### src/rtl/mcp_mem_arbiter.sv
// Two-port round-robin arbiter and sequencer for the unified MCP memory.
// Each grant runs a fixed IDLE -> ACCESS -> RESP sequence; read data is held per port.
module mcp_mem_arbiter #(
    parameter int WL = 32,
    parameter int AL = 9
) (
    input  logic          CLK,
    input  logic          RSTN,
    input  logic          A_REQ,
    input  logic          A_WE,
    input  logic [AL-1:0] A_ADDR,
    input  logic [WL-1:0] A_WD,
    output logic          A_ACK,
    output logic [WL-1:0] A_RD,
    input  logic          B_REQ,
    input  logic          B_WE,
    input  logic [AL-1:0] B_ADDR,
    input  logic [WL-1:0] B_WD,
    output logic          B_ACK,
    output logic [WL-1:0] B_RD,
    output logic          MWE,
    output logic [AL-1:0] MRA,
    output logic [WL-1:0] MWD,
    input  logic [WL-1:0] MRD
);

    typedef enum logic [1:0] {
        ST_IDLE   = 2'd0,
        ST_ACCESS = 2'd1,
        ST_RESP   = 2'd2
    } state_t;

    localparam logic OWN_A = 1'b0;
    localparam logic OWN_B = 1'b1;

    state_t          state_r;
    state_t          state_s;
    logic            owner_r;
    logic            last_gnt_r;
    logic            we_r;
    logic [AL-1:0]   mra_r;
    logic [WL-1:0]   mwd_r;
    logic            a_ack_r;
    logic            b_ack_r;
    logic [WL-1:0]   a_rd_r;
    logic [WL-1:0]   b_rd_r;

    logic            grant_s;
    logic            grant_b_s;
    logic            sel_we_s;
    logic [AL-1:0]   sel_addr_s;
    logic [WL-1:0]   sel_wd_s;

    // Arbitration: on a tie the port that did not win last time is granted.
    always_comb begin
        grant_s   = 1'b0;
        grant_b_s = 1'b0;
        if (A_REQ && B_REQ) begin
            grant_s   = 1'b1;
            grant_b_s = (last_gnt_r == OWN_A);
        end else if (A_REQ) begin
            grant_s   = 1'b1;
            grant_b_s = 1'b0;
        end else if (B_REQ) begin
            grant_s   = 1'b1;
            grant_b_s = 1'b1;
        end else begin
            grant_s   = 1'b0;
            grant_b_s = 1'b0;
        end
    end

    // Request mux selecting the granted port's transaction fields.
    always_comb begin
        sel_we_s   = 1'b0;
        sel_addr_s = {AL{1'b0}};
        sel_wd_s   = {WL{1'b0}};
        if (grant_b_s) begin
            sel_we_s   = B_WE;
            sel_addr_s = B_ADDR;
            sel_wd_s   = B_WD;
        end else begin
            sel_we_s   = A_WE;
            sel_addr_s = A_ADDR;
            sel_wd_s   = A_WD;
        end
    end

    // Next-state logic for the three-phase access sequence.
    always_comb begin
        state_s = state_r;
        case (state_r)
            ST_IDLE: begin
                if (grant_s) begin
                    state_s = ST_ACCESS;
                end else begin
                    state_s = ST_IDLE;
                end
            end
            ST_ACCESS: state_s = ST_RESP;
            ST_RESP:   state_s = ST_IDLE;
            default:   state_s = ST_IDLE;
        endcase
    end

    // State register.
    always_ff @(posedge CLK) begin
        if (!RSTN) begin
            state_r <= ST_IDLE;
        end else begin
            state_r <= state_s;
        end
    end

    // Transaction latch; fields are captured only at the grant edge.
    always_ff @(posedge CLK) begin
        if (!RSTN) begin
            owner_r    <= OWN_A;
            last_gnt_r <= OWN_B;
            we_r       <= 1'b0;
            mra_r      <= {AL{1'b0}};
            mwd_r      <= {WL{1'b0}};
        end else if ((state_r == ST_IDLE) && grant_s) begin
            owner_r    <= grant_b_s;
            last_gnt_r <= grant_b_s;
            we_r       <= sel_we_s;
            mra_r      <= sel_addr_s;
            mwd_r      <= sel_wd_s;
        end
    end

    // Completion pulses, raised for the single RESP cycle of the owner.
    always_ff @(posedge CLK) begin
        if (!RSTN) begin
            a_ack_r <= 1'b0;
            b_ack_r <= 1'b0;
        end else begin
            a_ack_r <= (state_r == ST_ACCESS) && (owner_r == OWN_A);
            b_ack_r <= (state_r == ST_ACCESS) && (owner_r == OWN_B);
        end
    end

    // Per-port read data, captured at the end of a read ACCESS cycle.
    always_ff @(posedge CLK) begin
        if (!RSTN) begin
            a_rd_r <= {WL{1'b0}};
            b_rd_r <= {WL{1'b0}};
        end else if ((state_r == ST_ACCESS) && !we_r) begin
            if (owner_r == OWN_B) begin
                b_rd_r <= MRD;
            end else begin
                a_rd_r <= MRD;
            end
        end
    end

    // RSTN gates the strobe directly so a reset during ACCESS blocks the write.
    assign MWE   = (state_r == ST_ACCESS) & we_r & RSTN;
    assign MRA   = mra_r;
    assign MWD   = mwd_r;
    assign A_ACK = a_ack_r;
    assign B_ACK = b_ack_r;
    assign A_RD  = a_rd_r;
    assign B_RD  = b_rd_r;

endmodule

### config.mk
export PLATFORM = sky130hd
export DESIGN_NAME = mcp_mem_arbiter
export DESIGN_NICKNAME = d
export VERILOG_FILES = /design/src/rtl/mcp_mem_arbiter.sv
export SDC_FILE = /design/constraint.sdc
export NUM_CORES = 1
export LEC_CHECK = 0
export CORE_MARGIN = 4
export CORE_UTILIZATION = 42
export CTS_BUF_LIST = sky130_fd_sc_hd__clkbuf_2 sky130_fd_sc_hd__clkbuf_4 sky130_fd_sc_hd__clkbuf_8
export CTS_CLUSTER_DIAMETER = 30
export DETAILED_ROUTE_END_ITERATION = 7
export HOLD_SLACK_MARGIN = 0.1
export PLACE_DENSITY = 0.83
export REMOVE_ABC_BUFFERS = 1
export SETUP_SLACK_MARGIN = 0.5
export SYNTH_ARGS = -nofsm -noshare
export SYNTH_HDL_FRONTEND = slang
export SYNTH_SLANG_ARGS = --single-unit
### constraint.sdc
create_clock -name CLK -period 1.6 [get_ports CLK]
set_input_delay 0.16 -clock CLK [delete_from_list [all_inputs] [get_ports CLK]]
set_output_delay 0.16 -clock CLK [all_outputs]
set_load 0.02 [all_outputs]
==> impl_metrics.json, run 1 <==
{
  "place_congestion": 0.855,
  "core-area_mm2": 0.0109,
  "vias": 5372,
  "critPathLaunchType": "flip-flop",
  "ir_drop_mv": 0.469,
  "cp.arrival_ps": 1720,
  "powerDensity_mw_per_mm2": 896,
  "fmax_ghz": 0.686,
  "numCtsBuffers": 9,
  "hold_buffers": 0,
  "final-setup-viol-count": 0,
  "grt_use_met3": 0.0647,
  "nets": 910,
  "p_leak_nw": 3.28,
  "grt.overflow.total": 0,
  "drc": 0,
  "async_flop_share": 0,
  "critPathSlowestCell": "dfxtp_4",
  "fin_skew_ps": 8.04,
  "io_buffers": 227,
  "path_clk_slew_ps": 110,
  "layout_min_cycle_time_ps": 1460,
  "die-area_mm2": 0.0129,
  "synthFlopType": "dfxtp_1",
  "num_rows": 38,
  "busiest_layer": "met2",
  "htree_levels": 3,
  "fin_crit_sh": 0.912,
  "synth_enable_flop_cells": 0,
  "syn_area_mm2": 0.00470,
  "synth_common_cells": "nand2_1, dfxtp_1, nand3_1, a21oi_1, o21ai_0",
  "cts.sinks": 112,
  "grt_pass1_vias": 5171,
  "slowest_delay_ps": 370,
  "rsz0062_at_grt": "true",
  "clockBufferDepth": 2,
  "io_pins": 228,
  "tightest_slew_ps": 384,
  "required_ps": 1860,
  "drt-total-wl_mm": 19.1,
  "antenna_found_initial": 0,
  "cp_top_family": "compound AO/OA/AOI/OAI gates",
  "yosysMostFrequentCell": "nand2_1",
  "initial_utilization": 0.432,
  "ys_seq_area_frac": 0.477,
  "avgSynthCellArea_um2": 8.59,
  "synth_seq_cells": 112,
  "synth.area.top_cells": "dfxtp_1, a311oi_2, nand2_1",
  "min-delay-path-class": "input port to flip-flop",
  "tns_ps": 0,
  "crit_chain": "a21boi_4 -> buf_12 -> buf_16 -> nand2_1 -> a311oi_2",
  "critical_path_buf_inv_count": 2,
  "via_per_inst": 5.75,
  "area_growth_pct": 66.1,
  "slew_viol_final": 0,
  "drt_iter0_drc": 595,
  "ys_types": 25,
  "yosysWarnings": 0,
  "outcome": "completed",
  "cts_tree": "built",
  "met1_usage": 0.299,
  "grt_pass1_wl_mm": 26.2,
  "die_w_um": 114,
  "drt_pass1_iterations": 5,
  "track_usage": 0.254,
  "hpwl_mm": 10.8,
  "drv_cap": 0,
  "synth.top_cell.area_share": 0.477,
  "end_kind": "flip-flop",
  "slew_headroom": 0.744,
  "use_met2": 0.427,
  "final_core_util": 0.717,
  "clk_latency_ps": 370,
  "die_h_um": 114,
  "post_drt_wl_per_cell_um": 20.5,
  "grt_start_max_net_pins": 41,
  "postSynthCellCount": 547,
  "hold_viol_final": 0,
  "criticalPathCategory": "flip-flop to flip-flop",
  "yosys.area.top_type": "dfxtp_1",
  "final_antenna_net_count": 0,
  "cp_max_fo": 21,
  "clock-root-buffer": "clkbuf_8",
  "diodes": 0,
  "drive_gt1_frac": 0.335
}
## flip-flops by register name (all words and copies together), names as in the netlist
register,cells
A_ACK,1
B_ACK,1
MWD,32
owner_r,1
state_r,2
B_RD,32
we_r,1
A_RD,32
last_gnt_r,1
MRA,9
## metal layers
layer  wire length, µm  vias up
li1                  -     2406
met1              6800     2461
met2              9210      425
met3              2200       80
met4               914        0
met5                 0        -
## final cells by class
type / count / area, µm²
clock buffers: 10 / 138
fillers: 745 / 3080
well taps: 140 / 175
multi-input cells: 377 / 2300
repair buffers: 288 / 2870
inverters: 2 / 7.51
flip-flops and latches: 112 / 2250
clock inverters: 5 / 56.3
## power by group
group | leakage (nW) | switching (mW) | internal (mW) | total, mW
Clock | 0.0985 | 0.945 | 0.760 | 1.71
Sequential | 0.919 | 0.135 | 2.99 | 3.13
Combinational | 2.27 | 1.10 | 1.06 | 2.16
Total | 3.28 | 2.18 | 4.81 | 6.99
## worst reg2reg max path, stage by stage, from the launching register on
cell and delay [ps]:
dfxtp_4 370, a21boi_4 240, buf_12 150, buf_16 150, nand2_1 100, a311oi_2 350
## worst paths after layout
kind	from	to	slack, ps	depth (start not counted)
worst max-delay path	last_gnt_r$_SDFFE_PN1P_	MRA[0]$_SDFFE_PN0P_	140	5
worst min-delay path	RSTN	MWD[15]$_SDFFE_PN0P_	260	3
worst max register to register	last_gnt_r$_SDFFE_PN1P_	MRA[0]$_SDFFE_PN0P_	140	5
worst min register to register	B_RD[21]$_SDFFE_PN0P_	B_RD[21]$_SDFFE_PN0P_	450	2
## metrics by stage
step / total power [mW] / std cells / setup WS [ps] / hold slack [ps] / cell area (µm²)
2_1_floorplan: 3.94 / 491 / -1660 / 249 / 4400
3_3_place_gp: 4.91 / 881 / -11.3 / 441 / 7110
3_5_place_dp: 4.96 / 881 / -117 / 453 / 7110
4_1_cts: 6.77 / 922 / 159 / 240 / 7420
5_1_grt: 7.23 / 934 / 91.4 / 269 / 7810
6_report: 6.99 / 934 / 141 / 258 / 7810
## cell usage in the layout (no fill, tap or decap), drive strengths merged, types with 2 or more instances in the layout
cell type      count
a21bo              2
a21oi             43
a311oi            42
and2               2
and3               3
buf              160
clkbuf            19
clkdlybuf4s50    117
clkinv             2
dfxtp            112
inv                3
nand2            148
nand3             65
nor2b              2
o21ai             64
## what timing repair did
action                                  CTS  global route
endpoints found under the setup margin  216           129
gates resized for setup                 489            60
setup buffers                            12             4
gates cloned                             14             8
pin swaps                                14            20
## cell families after synthesis
family / count (synthesis) / share of synthesized area
buffers and inverters: 58 / 0.0665
and+or+nand+nor: 224 / 0.204
AOI/OAI and AO/OA: 153 / 0.252
DFF: 112 / 0.477
No activity file was read; power rests on OpenSTA's default activity.
==> inputs of run 2 (changes only) <==
--- a/config.mk
+++ b/config.mk
@@ -8,7 +8,7 @@
 export CORE_MARGIN = 4
 export CORE_UTILIZATION = 42
 export CTS_BUF_LIST = sky130_fd_sc_hd__clkbuf_2 sky130_fd_sc_hd__clkbuf_4 sky130_fd_sc_hd__clkbuf_8
-export CTS_CLUSTER_DIAMETER = 30
+export CTS_CLUSTER_DIAMETER = 100
 export DETAILED_ROUTE_END_ITERATION = 7
 export HOLD_SLACK_MARGIN = 0.1
 export PLACE_DENSITY = 0.83
==> results of run 2 <==
Final layout, timing and power as in run 1 (identical DEF).
